==> src/rtl/sse_stream.sv <==
// sse_stream -- streaming sum-of-squared-error engine.
//
// Accepts signed operand pairs (A, B) over a valid/next handshake, with stop
// marking the last pair of a vector. Each vector produces sum((A-B)^2), the
// pair count and a sticky saturation flag, presented with a one-cycle ready
// pulse and held until the next result.
//
// Compile-time option: define SSE_MEAN_EN to report floor(sum / count)
// instead of the sum. A restoring divider (one quotient bit per cycle,
// ACC_W cycles) then runs in a DIV state between DRAIN and DONE.
//
// Ports:
//   clk      in  clock, rising edge
//   rst      in  asynchronous reset, active low
//   A, B     in  WIDTH-bit signed operands
//   valid    in  A, B and stop are valid this cycle
//   stop     in  current pair closes the vector (qualified by valid)
//   next     out block accepts a pair this cycle (transfer = valid && next)
//   ready    out one-cycle pulse: Y, count, overflow newly valid
//   Y        out ACC_W-bit result (sum, or mean with SSE_MEAN_EN)
//   count    out CNT_W-bit pair count of the reported vector
//   overflow out accumulator or counter saturated in the reported vector

module sse_stream #(
   parameter int WIDTH = 16,
   parameter int ACC_W = 48,
   parameter int CNT_W = 16
) (
   input  logic             clk,
   input  logic             rst,
   input  logic [WIDTH-1:0] A,
   input  logic [WIDTH-1:0] B,
   input  logic             valid,
   input  logic             stop,
   output logic             next,
   output logic             ready,
   output logic [ACC_W-1:0] Y,
   output logic [CNT_W-1:0] count,
   output logic             overflow
);

   typedef enum logic [1:0] {
      ST_ACCUM = 2'd0,
      ST_DRAIN = 2'd1,
      ST_DIV   = 2'd2,   // reachable only with SSE_MEAN_EN
      ST_DONE  = 2'd3
   } state_t;

   localparam logic [ACC_W-1:0] ACC_MAX = {ACC_W{1'b1}};
   localparam logic [CNT_W-1:0] CNT_MAX = {CNT_W{1'b1}};

   state_t               state_r, state_nxt_s;
   logic [1:0]           drain_cnt_r;
   logic                 xfer_s, load_s, finish_s;
   logic                 next_s, ready_s;

   logic                 v1_r, v2_r;
   logic [WIDTH:0]       diff_s, d1_r;
   logic [2*WIDTH:0]     ext_s, sq_s, sq2_r;
   logic [ACC_W:0]       sum_s;
   logic                 acc_sat_s, cnt_sat_s;

   logic [ACC_W-1:0]     acc_r;
   logic [CNT_W-1:0]     cnt_r;
   logic                 ovf_r;

   logic [ACC_W-1:0]     result_s;
   logic [CNT_W-1:0]     result_cnt_s;
   logic                 result_ovf_s;

   logic                 next_r, ready_r, ovf_out_r;
   logic [ACC_W-1:0]     y_r;
   logic [CNT_W-1:0]     count_r;

   assign xfer_s = valid && next_r;
   // The last pair needs two edges to reach acc; the third DRAIN edge reads it.
   assign load_s = (state_r == ST_DRAIN) && (drain_cnt_r == 2'd2);

   // S1 difference at WIDTH+1 bits, S2 square. |d| < 2^WIDTH, so the low
   // 2*WIDTH+1 bits of the sign-extended product are the exact square.
   assign diff_s    = {A[WIDTH-1], A} - {B[WIDTH-1], B};
   assign ext_s     = {{WIDTH{d1_r[WIDTH]}}, d1_r};
   assign sq_s      = ext_s * ext_s;
   assign sum_s     = {1'b0, acc_r} + {{(ACC_W-2*WIDTH){1'b0}}, sq2_r};
   assign acc_sat_s = v2_r && sum_s[ACC_W];
   assign cnt_sat_s = xfer_s && (cnt_r == CNT_MAX);

`ifdef SSE_MEAN_EN
   localparam int DIVC_W = $clog2(ACC_W);
   localparam logic [DIVC_W-1:0] DIV_LAST = DIVC_W'(ACC_W - 1);

   logic [ACC_W-1:0]  rem_r, quo_r, dvs_r;
   logic [DIVC_W-1:0] div_cnt_r;
   logic [CNT_W-1:0]  hold_cnt_r;
   logic              hold_ovf_r;
   logic [ACC_W:0]    rem_sh_s, sub_s;
   logic [ACC_W-1:0]  rem_nx_s, quo_nx_s;
   logic              ge_s;

   // Restoring step; rem < divisor keeps sub_s within ACC_W+1 bits, so its
   // top bit is the borrow.
   assign rem_sh_s = {rem_r, quo_r[ACC_W-1]};
   assign sub_s    = rem_sh_s - {1'b0, dvs_r};
   assign ge_s     = ~sub_s[ACC_W];
   assign rem_nx_s = ge_s ? sub_s[ACC_W-1:0] : rem_sh_s[ACC_W-1:0];
   assign quo_nx_s = {quo_r[ACC_W-2:0], ge_s};

   assign finish_s     = (state_r == ST_DIV) && (div_cnt_r == DIV_LAST);
   assign result_s     = quo_nx_s;
   assign result_cnt_s = hold_cnt_r;
   assign result_ovf_s = hold_ovf_r;

   // Divider registers: loaded with the final sum and count at DRAIN exit.
   always_ff @(posedge clk or negedge rst) begin
      if (!rst) begin
         rem_r      <= {ACC_W{1'b0}};
         quo_r      <= {ACC_W{1'b0}};
         dvs_r      <= {ACC_W{1'b0}};
         div_cnt_r  <= {DIVC_W{1'b0}};
         hold_cnt_r <= {CNT_W{1'b0}};
         hold_ovf_r <= 1'b0;
      end else if (load_s) begin
         rem_r      <= {ACC_W{1'b0}};
         quo_r      <= acc_r;
         dvs_r      <= {{(ACC_W-CNT_W){1'b0}}, cnt_r};
         div_cnt_r  <= {DIVC_W{1'b0}};
         hold_cnt_r <= cnt_r;
         hold_ovf_r <= ovf_r;
      end else if (state_r == ST_DIV) begin
         rem_r      <= rem_nx_s;
         quo_r      <= quo_nx_s;
         div_cnt_r  <= div_cnt_r + {{(DIVC_W-1){1'b0}}, 1'b1};
      end else begin
         div_cnt_r  <= {DIVC_W{1'b0}};
      end
   end
`else
   assign finish_s     = load_s;
   assign result_s     = acc_r;
   assign result_cnt_s = cnt_r;
   assign result_ovf_s = ovf_r;
`endif

   // FSM state register.
   always_ff @(posedge clk or negedge rst) begin
      if (!rst) state_r <= ST_ACCUM;
      else      state_r <= state_nxt_s;
   end

   // FSM next-state logic; DONE accepts pairs exactly like ACCUM.
   always_comb begin
      state_nxt_s = state_r;
      case (state_r)
         ST_ACCUM, ST_DONE: begin
            if (xfer_s && stop) state_nxt_s = ST_DRAIN;
            else                state_nxt_s = ST_ACCUM;
         end
         ST_DRAIN: begin
`ifdef SSE_MEAN_EN
            if (load_s) state_nxt_s = ST_DIV;
`else
            if (load_s) state_nxt_s = ST_DONE;
`endif
            else        state_nxt_s = ST_DRAIN;
         end
`ifdef SSE_MEAN_EN
         ST_DIV: begin
            if (finish_s) state_nxt_s = ST_DONE;
            else          state_nxt_s = ST_DIV;
         end
`endif
         default: state_nxt_s = ST_ACCUM;
      endcase
   end

   // FSM outputs, decoded from the next state so they can be registered.
   always_comb begin
      next_s  = 1'b0;
      ready_s = 1'b0;
      case (state_nxt_s)
         ST_ACCUM: next_s = 1'b1;
         ST_DONE: begin
            next_s  = 1'b1;
            ready_s = 1'b1;
         end
         default: begin
            next_s  = 1'b0;
            ready_s = 1'b0;
         end
      endcase
   end

   // DRAIN cycle counter.
   always_ff @(posedge clk or negedge rst) begin
      if (!rst)                      drain_cnt_r <= 2'd0;
      else if (state_r == ST_DRAIN)  drain_cnt_r <= drain_cnt_r + 2'd1;
      else                           drain_cnt_r <= 2'd0;
   end

   // Pipeline stages S1 (difference) and S2 (square).
   always_ff @(posedge clk or negedge rst) begin
      if (!rst) begin
         v1_r  <= 1'b0;
         d1_r  <= {(WIDTH+1){1'b0}};
         v2_r  <= 1'b0;
         sq2_r <= {(2*WIDTH+1){1'b0}};
      end else begin
         v1_r  <= xfer_s;
         if (xfer_s) d1_r <= diff_s;
         else        d1_r <= d1_r;
         v2_r  <= v1_r;
         sq2_r <= sq_s;
      end
   end

   // S3 accumulator, saturating pair counter and sticky overflow.
   always_ff @(posedge clk or negedge rst) begin
      if (!rst) begin
         acc_r <= {ACC_W{1'b0}};
         cnt_r <= {CNT_W{1'b0}};
         ovf_r <= 1'b0;
      end else if (load_s) begin
         acc_r <= {ACC_W{1'b0}};
         cnt_r <= {CNT_W{1'b0}};
         ovf_r <= 1'b0;
      end else begin
         if (acc_sat_s)  acc_r <= ACC_MAX;
         else if (v2_r)  acc_r <= sum_s[ACC_W-1:0];
         else            acc_r <= acc_r;
         if (xfer_s && !cnt_sat_s) cnt_r <= cnt_r + {{(CNT_W-1){1'b0}}, 1'b1};
         else                      cnt_r <= cnt_r;
         ovf_r <= ovf_r | acc_sat_s | cnt_sat_s;
      end
   end

   // Registered outputs; results load on the edge entering DONE and hold.
   always_ff @(posedge clk or negedge rst) begin
      if (!rst) begin
         next_r    <= 1'b0;
         ready_r   <= 1'b0;
         y_r       <= {ACC_W{1'b0}};
         count_r   <= {CNT_W{1'b0}};
         ovf_out_r <= 1'b0;
      end else begin
         next_r  <= next_s;
         ready_r <= ready_s;
         if (finish_s) begin
            y_r       <= result_s;
            count_r   <= result_cnt_s;
            ovf_out_r <= result_ovf_s;
         end else begin
            y_r       <= y_r;
            count_r   <= count_r;
            ovf_out_r <= ovf_out_r;
         end
      end
   end

   assign next     = next_r;
   assign ready    = ready_r;
   assign Y        = y_r;
   assign count    = count_r;
   assign overflow = ovf_out_r;

endmodule
==> config.mk <==
export PLATFORM = sky130hd
export DESIGN_NAME = sse_stream
export DESIGN_NICKNAME = d
export VERILOG_FILES = /design/src/rtl/sse_stream.sv
export SDC_FILE = /design/constraint.sdc
export NUM_CORES = 1
export LEC_CHECK = 0
export CORE_ASPECT_RATIO = 2
export CORE_UTILIZATION = 61
export CTS_CLUSTER_SIZE = 25
export DETAILED_ROUTE_END_ITERATION = 8
export PLACE_DENSITY = 0.88
export SLEW_MARGIN = 20
export SYNTH_ARGS = -nofsm -noshare
export SYNTH_HDL_FRONTEND = slang
export SYNTH_SLANG_ARGS = --single-unit
==> constraint.sdc <==
create_clock -name clk -period 8.4 [get_ports clk]
set_input_delay 0.84 -clock clk [delete_from_list [all_inputs] [get_ports clk]]
set_output_delay 0.84 -clock clk [all_outputs]
set_load 0.1 [all_outputs]
Word level (Yosys, flattened, before mapping):

Cells that the tools add are included.

* bits in registers: 188
* output and inout bits: 67
* logic and storage cells: 51

* add/sub/neg operators: 4
* $mul: 1
* equal/unequal tests: 5
* multiplexer cells: 12
* bitwise operators: 2
* reductions and logical operators: 13

Operators with widths (number)
* two-way mux 48 bit: 3
* adder 48 x 33 -> 49 bit: 1
* multiplier 17 x 17 -> 33 bit: 1
* two-way mux 16 bit: 2
* subtractor 16 x 16 -> 17 bit: 1
* adder 16 x 1 -> 16 bit, second input constant: 1
* equality test 16 bit, second input constant: 1
* equality test 2 bit, second input constant: 3
* logical AND 1 bit: 6
* logical NOT 2 bit: 2
* two-way mux 1 bit: 4
* two-way mux 2 bit: 2
* case mux 2 bit (2 select lines): 1
* OR reduction 2 bit: 2
* nonzero test 3 bit: 1
* adder 2 x 1 -> 2 bit, second input constant: 1
* equality test 2 x 1 -> 1 bit, second input constant: 1
* bitwise OR 1 bit: 2
* nonzero test 2 bit: 1
* logical NOT 1 bit: 1

Logic depth before layout (Yosys ltp):

Gate-level depths: netlist (run 1).

* word-level depth: 7
* mapped depth: 25

Worst setup path before layout (run 1):

OpenSTA, ideal clock, no wires.

* kind: reg-to-reg
* from: register d1_r[2]
* to: register sq2_r[31]
* arrival: 6.328 ns
* data required time: 8.268 ns
* slack: 1.940 ns
* stages on the path, launching flop included: 25
* buffers on the path: 2
* cells stage by stage: dfrtp_1 > clkbuf_1 > clkbuf_1 > nand2_1 > fa_1 > inv_1 > fa_1 > inv_1 > fa_1 > fa_1 > inv_1 > fa_1 > inv_1 > fa_1 > inv_1 > ha_1 > a21oi_1 > o21ai_1 > a2111oi_4 > o211ai_2 > a31oi_2 > o21bai_1 > a2111o_1 > nand4_1 > or3b_1

* word-level cells in the longest chain between the ends: 1

Ends and longest elaborated chain
* start, declared: RTL line 58 `logic [WIDTH:0] diff_s, d1_r;`
* start signal, assigned: RTL line 204 `d1_r <= {(WIDTH+1){1'b0}};`
* start signal, assigned: RTL line 209 `if (xfer_s) d1_r <= diff_s;`
* start signal, assigned: RTL line 210 `else d1_r <= d1_r;`
* multiplier 17 x 17 -> 33 bit: RTL line 83 `assign sq_s = ext_s * ext_s;`
* net sq_s[31]: RTL line 59 `logic [2*WIDTH:0] ext_s, sq_s, sq2_r;`
* end signal, assigned: RTL line 206 `sq2_r <= {(2*WIDTH+1){1'b0}};`
* end signal, assigned: RTL line 212 `sq2_r <= sq_s;`
* end, declared: RTL line 59

The timed path passes the listed nets, and every way through them passes these cells.
A chain may end at the register's enable or synchronous reset.

Final worst setup path (run 1):

* from: register d1_r[3]
* to: register sq2_r[31]

The elaborated chain is that of the path after synthesis.

==> results of run 1 <==
-- synth_stat cells (9+ instances only) --
library cell and instances:
a31oi_1 17, nand4_1 15, inv_1 378, nand3_1 21, o21a_1 17, a21oi_1 84
nand2_1 324, xor2_1 29, clkbuf_1 61, ha_1 144, o21ai_0 78, nor3_1 15
fa_1 262, xnor2_1 62, a21o_1 20, a211oi_1 14, nor2b_1 22, nand2b_1 9
and2_1 58, or3_1 9, and3_1 18, nor2_1 80, dfrtp_1 187
-- routing by layer --
| metal | vias to the layer above | global-route usage (%) | routed length (um) |
|---|---|---|---|
| met5 | - | 0 | 0 |
| met3 | 166 | 3.47 | 1400 |
| met1 | 7186 | 30.1 | 15300 |
| met4 | 0 | 19.3 | 2740 |
| li1 | 6547 | - | - |
| met2 | 414 | 59.1 | 25400 |
-- stage by stage --
stage               hold slack, ns  std cells
floorplan                    0.331       2039
global placement             0.336       2454
detailed placement           0.351       2454
CTS                          0.357       2486
global route                 0.364       2486
finish                       0.359       2486
-- state kept, by name (all words and copies together), names as in the netlist --
signal and flops:
Y 48, acc_r 48, cnt_r 16, count 16, d1_r 17, drain_cnt_r 2
next 1, overflow 1, ovf_r 1, ready 1, sq2_r 32, state_r 2
v1_r 1, v2_r 1
-- how the worst max path moves through the flow --
stage / from / end / slack (ns) / cells after the start
after global routing: d1_r[3] / sq2_r[31] / 0.94 / 21
after global placement: d1_r[3] / sq2_r[31] / 1.45 / 21
after CTS: d1_r[3] / sq2_r[31] / 1.28 / 22
final: d1_r[3] / sq2_r[31] / 1.23 / 22
after floorplan: d1_r[2] / sq2_r[31] / 1.94 / 24
after detailed placement: d1_r[3] / sq2_r[31] / 1.28 / 22
-- kinds of logic (layout without fill, tap and decap cells) --
kind of cell,Yosys count,count (layout),share of synthesized area [%]
and+or+nand+nor,594,594,14.2
buffers and inverters,443,518,8.81
adders and majority gates,406,406,37.2
AOI/OAI and AO/OA,316,316,10.9
DFF,187,187,24.7
xor gates and xnor gates,91,91,4.20
muxes,2,2,0.112
-- cell type report --
type,instances,area [um2]
Multi-Input combinational cell,1409,12600
Tap cell,372,465
Inverter,378,1420
Sequential cell,187,4680
Fill cell,2292,9850
Timing Repair Buffer,108,1070
Clock buffer,22,484
Clock inverter,10,151
-- placed cells by master, fill, tap and decap left out, types with 18 or more instances in the layout --
cell | netlist | layout
a21o_1 | 20 | 20
nand3_1 | 21 | 21
and3_1 | 18 | 18
ha_1 | 144 | 144
inv_1 | 378 | 378
clkdlybuf4s50_1 | 0 | 101
o21ai_0 | 78 | 78
xnor2_1 | 62 | 62
a21oi_1 | 84 | 84
dfrtp_1 | 187 | 187
fa_1 | 262 | 262
and2_1 | 58 | 57
nor2_1 | 80 | 80
nand2_1 | 324 | 323
xor2_1 | 29 | 29
nor2b_1 | 22 | 22
==> run_results.csv, run 1 <==
group,metric,value,unit
clock_network,clock_sinks,187,
yosys,avgSynthCellArea,9.30,um2
floorplan,core_area,30700,um2
sta,tightest_slew,1.06,ns
yosys,yosysUniqueCellTypes,69,
sta,finalHoldViolCount,0,
yosys,syn_inst,2039,
yosys,synth_area,19000,um2
clock_network,clk_pin_slew,0.07,ns
routing,vias,14313,
global_route,antenna_found_initial,0,
worst_setup_path,crit_chain,"inv_1, nor2_1, inv_1, fa_1, inv_1, fa_1, fa_1, fa_1, fa_1, inv_1, fa_1, inv_1, ha_1, a211oi_1, a21oi_1, a21oi_1, a21oi_1, a31oi_2, o21bai_1, a2111o_1, nand4_1, or3b_1",
hold_path,hold_depth,0,
global_route,grt_max_degree,120,
routing,drt-initial-drc-count,881,
sta,period_share,85.3,%
sta,relSlewSlack,29.0,%
yosys,syn_nets,2481,
yosys,ys_async_sr_fraction,100,%
clock_network,cts_buffers,17,
global_route,grt_overflow,0,
clock_network,ctsHoldBuffers,0,
worst_setup_path,crit_path_max_incr_delay,0.72,ns
placed_design,dpl-instance-area,20300,um2
worst_setup_path,worstSetupStartpointType,"flop",
yosys,synth_enable_flop_cells,0,
worst_setup_path,r2r-end,"sq2_r[31]",
worst_setup_path,worstSetupPathType,"reg -> reg",
cells_and_area,nNetsFinal,2543,
worst_setup_path,reg2reg_slack,1.23,ns
outcome,status,"completed",
yosys,synth_seq_cells,187,
routing,drt-wirelength-per-cell,18.0,um
floorplan,fp-row-count,91,
worst_setup_path,critPathTopFamily,"adder cells",
worst_setup_path,worstPathMaxFanout,17,
placed_design,routabilityCongestion,0.977,
yosys,ys.flop_type,"dfrtp_1",
sta,period_needed,7.17,ns
clock_network,cts_htree_levels,4,
routing,routed_via_density,5.76,
placed_design,port_buffers,102,
worst_setup_path,slowest_stage,"dfrtp_1",
worst_setup_path,crit_top_cell,"fa_1",
worst_setup_path,critPathCaptureType,"flop",
hold_path,hold_path.class,"reg -> reg",
routing,antenna_left,0,
global_route,grt_pass1_vias,16066,
cells_and_area,area_delta_synth_final,10.2,%
worst_setup_path,critical_path_arrival,7.50,ns
cells_and_area,post-route-util,68.0,%
sta,max_freq,139,MHz
clock_network,cts_resized,0,
sta,rsz0062_at_grt,"false",
routing,routed_wl,44.8,mm
yosys,ys_warn_count,0,
floorplan,die_x,127,um
global_route,grt_usage,30.5,%
routing,drcViolationCount,0,
floorplan,start_util,61.7,%
sta,slew_violations,0,
hold_path,min_to,"v2_r",
sta,fin_ws,1.23,ns
worst_setup_path,crit_buf_inv,5,
job,drv_cap,0,
yosys,yosysTopAreaCell,"fa_1",
worst_setup_path,reg2reg_depth,22,
worst_setup_path,reg2reg_from,"d1_r[3]",
clock_network,root_buffer,"clkbuf_16",
hold_path,hp-start,"v1_r",
placed_design,dp.final_hpwl,35.3,mm
placed_design,post-place-ws,1.28,ns
floorplan,die_h,251,um
routing,first_pass_iters,6,
sta,finalSetupViolations,0,
worst_setup_path,cp.required,8.73,ns
cells_and_area,diodes,0,
clock_network,clk_latency,0.46,ns
yosys,yosysSeqAreaShare,24.7,%
sta,fin_setup_tns,0,ns
cells_and_area,drive_gt1_share,3.60,%
global_route,grt_pass1_wl,75.3,mm
clock_network,cts_setup_buffers,0,
cells_and_area,final_cell_area,20900,um2
clock_network,cts_tree,"built",
sta,clock_skew,0.0146,ns
yosys,synth_top_area_share,27.7,%
clock_network,clk_path_buf_depth,2,
floorplan,die_area,31800,um2
yosys,ys_top_cells_by_area,"fa_1, dfrtp_1, ha_1, inv_1, nand2_1",
floorplan,io_pins,103,
Power of run 1 is not shown: default switching activity piles up to over one toggle a cycle in this logic, so the estimate is an artifact.
==> inputs of run 2 (changes only) <==
--- a/config.mk
+++ b/config.mk
@@ -9,8 +9,9 @@
 export CORE_UTILIZATION = 61
 export CTS_CLUSTER_SIZE = 25
 export DETAILED_ROUTE_END_ITERATION = 8
+export GPL_ROUTABILITY_DRIVEN = 1
 export PLACE_DENSITY = 0.88
-export SLEW_MARGIN = 20
+export SLEW_MARGIN = 30
 export SYNTH_ARGS = -nofsm -noshare
 export SYNTH_HDL_FRONTEND = slang
 export SYNTH_SLANG_ARGS = --single-unit
==> run 2 against run 1 <==
Compared with the run above: final cell count stayed put; global-route usage shrank 0.26 points; via count is 0.33% lower; design area down 0.14%; utilization decreased by 0.094 points; clock skew decreased by 0.0027 ns; sequential cell count unchanged; maximum frequency is 0.19% lower; non-clock buffer count stayed put; critical path depth unchanged; worst hold slack worse by 0.0025 ns; worst setup slack got worse by 0.014 ns; highest routed layer unchanged.
==> run_results.csv, run 2 (synthesis results as in run 1) <==
group,metric,value,unit
sta,fin_setup_tns,0,ns
clock_network,cts_buffers,17,
global_route,grt_overflow,0,
global_route,antenna_found_initial,0,
clock_network,cts_resized,0,
placed_design,routabilityCongestion,0.977,
floorplan,fp-row-count,91,
sta,finalHoldViolCount,0,
hold_path,min_to,"v2_r",
worst_setup_path,cp.required,8.72,ns
floorplan,io_pins,103,
clock_network,ctsHoldBuffers,0,
cells_and_area,final_cell_area,20900,um2
clock_network,clk_latency,0.45,ns
clock_network,root_buffer,"clkbuf_16",
floorplan,die_h,251,um
sta,finalSetupViolations,0,
placed_design,dp.final_hpwl,35.3,mm
cells_and_area,diodes,0,
sta,max_freq,139,MHz
sta,period_share,85.5,%
sta,fin_ws,1.22,ns
routing,antenna_left,0,
worst_setup_path,critical_path_arrival,7.51,ns
floorplan,core_area,30700,um2
worst_setup_path,cp-startpoint,"d1_r[3]",
clock_network,cts_tree,"built",
routing,drt-initial-drc-count,866,
worst_setup_path,reg2reg_from,"d1_r[3]",
routing,drt-wirelength-per-cell,17.9,um
worst_setup_path,r2r-end,"sq2_r[31]",
clock_network,cts_setup_buffers,0,
sta,relSlewSlack,31.6,%
hold_path,hp-start,"v1_r",
sta,slew_violations,0,
job,drv_cap,0,
floorplan,die_area,31800,um2
routing,first_pass_iters,5,
outcome,status,"completed",
cells_and_area,area_delta_synth_final,10.0,%
sta,rsz0062_at_grt,"false",
worst_setup_path,reg2reg_depth,22,
routing,routed_via_density,5.74,
cells_and_area,multi_input_area,12600,um2
clock_network,cts_htree_levels,4,
cells_and_area,layout_common_cells,"inv_1, nand2_1, fa_1",
sta,clock_skew,0.0119,ns
sta,holdWs,0.356,ns
clock_network,clk_pin_slew,0.07,ns
floorplan,die_x,127,um
cells_and_area,nFillCells,2289,
clock_network,clock_sinks,187,
sta,tightest_slew,1.02,ns
worst_setup_path,reg2reg_slack,1.22,ns
routing,vias,14266,
placed_design,dpl-instance-area,20300,um2
routing,routed_wl,44.5,mm
worst_setup_path,worstSetupStartpointType,"flop",
worst_setup_path,worstPathMaxFanout,17,
sta,period_needed,7.18,ns
placed_design,port_buffers,102,
global_route,grt_pass1_wl,75.0,mm
placed_design,post-place-ws,1.27,ns
floorplan,start_util,61.7,%
clock_network,clk_path_buf_depth,2,
global_route,grt_pass1_vias,16048,
hold_path,hold_depth,0,
worst_setup_path,worstSetupPathType,"reg -> reg",
cells_and_area,nNetsFinal,2543,
cells_and_area,final_common_cell,"inv_1",
worst_setup_path,critPathCaptureType,"flop",
cells_and_area,regArea,4680,um2
hold_path,hold_path.class,"reg -> reg",
global_route,grt_usage,30.2,%
routing,drcViolationCount,0,
cells_and_area,drive_gt1_share,3.69,%
global_route,grt_max_degree,120,
run 2: cell types whose count changed in the layout (fill, tap and decap cells not counted), sizes merged:
cell,change
clkbuf,-5
buf,+2
clkinvlp,+2
inv,+2
clkdlybuf4s50,-1
run 2: final cells by class:
type | instances | share of cell area (%)
clock inverters | 14 | 0.863
flip-flops and latches | 187 | 22.4
inverters | 378 | 6.80
well taps | 372 | 2.23
repair buffers | 108 | 5.11
clock buffers | 18 | 2.06
multi-input cells | 1409 | 60.5
run 2: worst max-delay path by stage:
| stage | to | slack, ns | cells after the start |
|---|---|---|---|
| floorplan | sq2_r[31] | 1.94 | 24 |
| global route | sq2_r[31] | 0.92 | 22 |
| finish | sq2_r[31] | 1.22 | 22 |
| CTS | sq2_r[31] | 1.27 | 22 |
| detailed placement | sq2_r[31] | 1.27 | 22 |
| global placement | sq2_r[31] | 1.45 | 21 |
run 2: critical path: stages (launching register included):
cell and delay (ns):
dfrtp_1 0.72, inv_1 0.29, nor2_1 0.29, inv_1 0.11, fa_1 0.51, inv_1 0.05
fa_1 0.48, fa_1 0.51, fa_1 0.44, fa_1 0.50, inv_1 0.06, fa_1 0.53
inv_1 0.05, ha_1 0.37, a211oi_1 0.37, a21oi_1 0.17, a21oi_1 0.18, a21oi_1 0.10
a31oi_2 0.25, o21bai_1 0.13, a2111o_1 0.47, nand4_1 0.10, or3b_1 0.36
run 2: per-layer routing:
metal	wire, um	vias to the layer above	track usage, %	part of all wire [%]
met5	0	-	0	0
met4	2870	0	19.8	6.5
met1	15300	7143	29.8	34
li1	-	6555	-	-
met3	1230	167	2.87	2.8
met2	25100	401	58.8	56
run 2: through the flow:
stage	cells	utilization [%]
2_1_floorplan	2039	-
3_3_place_gp	2454	65.9
3_5_place_dp	2454	65.9
4_1_cts	2486	67.9
5_1_grt	2486	67.9
6_report	2486	67.9
Power of run 2 is left out for the same reason.
